### src/rtl/rvfi_pc_chain_check.sv
// rvfi_pc_chain_check: PC continuity checker over a window of DEPTH+1 consecutive retirement orders
module rvfi_pc_chain_check #(
  parameter int XLEN = 32,
  parameter int NRET = 1,
  parameter int DEPTH = 4,
  parameter int ALIGN_LSB = 1,
  parameter bit BWD_ONLY = 1'b0,
  localparam int LW = DEPTH > 1 ? $clog2(DEPTH) : 1
) (
  input  logic                 clock,
  input  logic                 reset,
  input  logic                 check,
  input  logic [63:0]          insn_order,
  input  logic [NRET-1:0]      rvfi_valid,
  input  logic [64*NRET-1:0]   rvfi_order,
  input  logic [XLEN*NRET-1:0] rvfi_pc_rdata,
  input  logic [XLEN*NRET-1:0] rvfi_pc_wdata,
  output logic                 err,
  output logic [LW-1:0]        err_link,
  output logic                 err_dup,
  output logic                 covered,
  output logic                 incomplete
);
  localparam int D = BWD_ONLY ? 1 : DEPTH;
  localparam int NS = D + 1;
  logic [NS-1:0] v, hit, dup;
  logic [XLEN-1:0] rd [NS];
  logic [XLEN-1:0] wd [NS];
  logic [XLEN-1:0] nrd [NS];
  logic [XLEN-1:0] nwd [NS];
  logic [D-1:0] rdy, mis;
  logic [LW-1:0] nl;
  logic [63:0] o;
  // Orders below insn_order (including wrapped ones) never match a slot offset.
  always_comb begin
    hit = '0;
    dup = '0;
    o = '0;
    for (int s = 0; s < NS; s++) begin
      nrd[s] = rd[s];
      nwd[s] = wd[s];
    end
    for (int c = 0; c < NRET; c++) begin
      o = rvfi_order[64*c +: 64];
      for (int s = 0; s < NS; s++)
        if (rvfi_valid[c] && o >= insn_order && o - insn_order == 64'(s)) begin
          if (v[s] || hit[s]) dup[s] = 1'b1;
          else begin
            nrd[s] = rvfi_pc_rdata[XLEN*c +: XLEN];
            nwd[s] = rvfi_pc_wdata[XLEN*c +: XLEN];
          end
          hit[s] = 1'b1;
        end
    end
  end
  // Lowest failing link wins; any duplicate overrides a mismatch.
  always_comb begin
    rdy = '0;
    mis = '0;
    nl = '0;
    for (int k = 0; k < D; k++) begin
      rdy[k] = v[k] & v[k+1];
      mis[k] = rdy[k] && ((wd[k] >> ALIGN_LSB) != (rd[k+1] >> ALIGN_LSB));
    end
    for (int k = D - 1; k >= 0; k--)
      if (mis[k]) nl = LW'(k);
    for (int s = NS - 1; s >= 0; s--)
      if (dup[s]) nl = LW'(s < D ? s : D - 1);
  end
  always_ff @(posedge clock) begin
    if (reset) begin
      v <= '0;
      err <= 1'b0;
      err_link <= '0;
      err_dup <= 1'b0;
      covered <= 1'b0;
      incomplete <= 1'b0;
    end else begin
      v <= v | hit;
      for (int s = 0; s < NS; s++) begin
        rd[s] <= nrd[s];
        wd[s] <= nwd[s];
      end
      if (!err && (|dup || |mis)) begin
        err <= 1'b1;
        err_link <= nl;
        err_dup <= |dup;
      end
      if (&rdy) covered <= 1'b1;
      if (check && !covered) incomplete <= 1'b1;
    end
  end
endmodule
### config.mk
export PLATFORM = sky130hd
export DESIGN_NAME = rvfi_pc_chain_check
export DESIGN_NICKNAME = d
export VERILOG_FILES = /design/src/rtl/rvfi_pc_chain_check.sv
export SDC_FILE = /design/constraint.sdc
export NUM_CORES = 1
export LEC_CHECK = 0
export ABC_CLOCK_PERIOD_IN_PS = 12400
export BUFFER_PORTS_ARGS = -buffer_cell sky130_fd_sc_hd__buf_2
export CORE_MARGIN = 2
export CORE_UTILIZATION = 45
export CTS_CLUSTER_DIAMETER = 50
export DETAILED_ROUTE_END_ITERATION = 10
export PLACE_DENSITY = 0.68
export SLEW_MARGIN = 20
export SYNTH_ARGS = -nofsm -noshare
export SYNTH_HDL_FRONTEND = slang
export SYNTH_SLANG_ARGS = --single-unit
### constraint.sdc
create_clock -name clock -period 12.4 [get_ports clock]
set_input_delay 0.62 -clock clock [delete_from_list [all_inputs] [get_ports clock]]
set_output_delay 0.62 -clock clock [all_outputs]
set_load 0.01 [all_outputs]
==> flow_summary.ini <==
[outcome]
outcome = completed

[logic_synthesis]
ys.flop_type = edfxtp_1
syn_area_um2 = 15300
yosys-top-cells-area = edfxtp_1, ha_1, xnor2_1
syn-num-nets = 1726
syn_avg_cell_area_um2 = 10.5
synth_cell_types = 81
ys_ff_latch = 259
ys_warn_count = 0
synthTopCellsByCount = edfxtp_1, nand2_1, a21oi_1
synth_edf_count = 248
synth-seq-area-share_pct = 50.0
synthArstFlopShare_pct = 0
synth_largest_area_cell = edfxtp_1
yosysMostFrequentCell = edfxtp_1
synth_top_area_share_pct = 48.6
synthCells = 1464

[power_and_ir_drop]
leakagePower_nw = 6.51
max-vdd-ir-drop_uv = 131
cellPowerDensity_nw_per_um2 = 121

[worst_setup_path]
reg2reg_depth = 10
worstPathCellList = buf_2 -> ha_1 -> fa_1 -> nand2b_4 -> a211o_1 -> a2111o_1 -> a211oi_1 -> nor2_1 -> xnor2_1 -> or4_1 -> nor4b_4 -> and2b_1 -> or3b_4 -> nor4_2 -> buf_4
crit_type = in -> reg
r2r_end = err_link[0]$_SDFFE_PP0P_
start_kind = primary input
cp-end-kind = flop
critPathMaxFanout = 62
cp.required_ps = 12570
reg2reg_from = rd[0][150]$_DFFE_PP_
critPathSlowestCell = buf_4
r2r_setup_slack_ps = 9490
critPathMaxStageDelay_ps = 710
cp.arrival_ps = 6010

[routing]
routed_via_density = 5.92
detail-route-antenna-nets = 0
drt_pass1_iterations = 5
wl_per_cell_um = 20.9
drc = 0
routed_wl_um = 44100
initialDrtViolationCount = 1215
vias = 12495

[clocking]
cts_root_buf = clkbuf_16
postCtsSetupBuffers = 0
cts_buffers = 25
clkTransAtPathRegs_ps = 60
clock_latency_ps = 550
htree_levels = 1
cts_resized = 0
clock_sink_count = 259
cts_tree = done
cts_buffer_depth = 3
hold_buffers = 0

[worst_hold_path]
min_path_cells = 1
hp-class = in -> reg
holdPathEnd = wd[0][31]$_DFFE_PP_
worstHoldStart = rvfi_pc_wdata[31]

[floorplanning]
dieArea_um2 = 35500
io-pin-count = 202
num_rows = 67
die_w_um = 189
core_um2 = 33500
start_util_pct = 45.7
die_h_um = 189

[cells_and_area]
antenna_cells = 0
fillers = 3018
layout-drive-gt1-share_pct = 16.7
nNetsFinal = 1905
multiInputGateArea_um2 = 7110
fin_area_um2 = 17600
area_growth_pct = 14.7
regArea_um2 = 7670

[timing]
finalSetupTns_ps = 0
skew_ps = 26.4
finalCritPeriodShare_pct = 47.1
setup_slack_ps = 6560
rsz0062_at_grt = no
hold_viol = 0
max_freq_mhz = 171
finalCriticalPeriod_ps = 5840
maxSlewViolCount = 0
setup_violations = 0
worst_pin_slew_ps = 938
relSlewSlack_pct = 37.5

[global_routing]
grt_pass1_wl_um = 67300
grt.overflow.total = 0
first_global_vias = 11975
grt_max_degree = 63
track_usage_pct = 24.3
grt_antenna_before_repair = 2

[run]
drv_cap = 0

[placement]
pre_cts_ws_ps = 6070
io_buffer_count = 199
place_area_um2 = 16700
post-dp-hpwl_um = 34500
gp_congestion = 0.953
==> how the worst max path moves through the flow <==
stage,start,end,depth (start not counted),slack (ps)
after detailed placement,insn_order[0],rd[0][95]$_DFFE_PP_,15,6070
after global placement,insn_order[0],rd[0][75]$_DFFE_PP_,15,6090
final,insn_order[0],wd[0][91]$_DFFE_PP_,15,6560
after CTS,insn_order[0],wd[0][69]$_DFFE_PP_,15,6610
after floorplan,rvfi_order[0],rd[0][65]$_DFFE_PP_,14,1590
after global routing,insn_order[7],rd[0][55]$_DFFE_PP_,15,6190
==> sequential cells by signal (all words and copies together), names as in the netlist <==
register / flops
covered: 1
incomplete: 1
wd: 124
err: 1
err_link: 2
err_dup: 1
v: 5
rd: 124
==> layout make-up <==
cell class / instances / share of cell area [%]
Multi-Input combinational cell: 1061 / 40.4
Sequential cell: 259 / 43.6
Tap cell: 448 / 3.19
Timing Repair Buffer: 204 / 5.88
Inverter: 92 / 1.96
Clock inverter: 20 / 1.35
Clock buffer: 26 / 3.58
==> where the power goes <==
group	internal (mW)	switching, mW	leakage, nW
sequential	0.957	0.000142	2.32
combinational	0.135	0.251	3.76
clock	0.460	0.325	0.431
total	1.55	0.576	6.51
==> cells in the final DEF (no fill, tap or decap), types with 6 or more instances in the layout <==
cell / n
edfxtp_1: 248
buf_2: 199
nand2_1: 126
a21oi_1: 120
nor2_1: 100
inv_1: 92
xnor2_1: 89
nand4_1: 78
o21ai_0: 70
ha_1: 65
xor2_1: 61
nor4_1: 30
nand3_1: 25
clkbuf_16: 25
nor3_1: 23
a211oi_1: 16
a31oi_1: 15
o21a_1: 15
mux2i_1: 15
a21o_1: 12
or3_1: 12
o2111ai_1: 11
o211ai_1: 11
and3_1: 11
dfxtp_1: 11
o31ai_1: 9
nand2b_1: 8
and4_1: 8
clkinv_2: 8
o21ai_1: 7
o21bai_1: 7
or4_1: 7
and2_1: 7
a211o_1: 6
==> cell families (layout without fill, tap and decap cells) <==
kind of cell / Yosys count / count (layout) / share of synthesized area [%]
compound gates: 358 / 358 / 15.3
xor+xnor: 150 / 150 / 8.57
fa+ha+maj: 66 / 66 / 5.44
buf+inv: 144 / 342 / 3.71
flops: 259 / 259 / 50.0
mux: 18 / 18 / 1.20
simple gates: 469 / 469 / 15.8
==> stage by stage <==
step / std cells / util (%) / total power [mW] / hold slack (ps)
detailed placement: 2064 / 49.8 / 1.35 / 464
CTS: 2110 / 52.4 / 2.13 / 277
global placement: 2064 / 49.8 / 1.35 / 447
floorplan: 1464 / - / 1.22 / 477
global route: 2110 / 52.4 / 2.20 / 282
finish: 2110 / 52.4 / 2.13 / 289
==> worst max-delay path, delay by kind of cell <==
family                     cells  cell delay [ps]
and+or+nand+nor                7             2370
AOI/OAI and AO/OA              3             1350
buffers and inverters          2              820
adders and majority gates      2              610
xor gates and xnor gates       1              140
==> per-layer routing <==
metal  global-route usage (%)  vias up  routed length (um)
met5                        0        -                  23
met4                     6.34        4                 964
met3                     2.79       68                3170
met2                     40.8      535               21200
met1                     33.7     6009               18700
li1                         -     5879                   -
No activity file was read; power rests on OpenSTA's default activity.
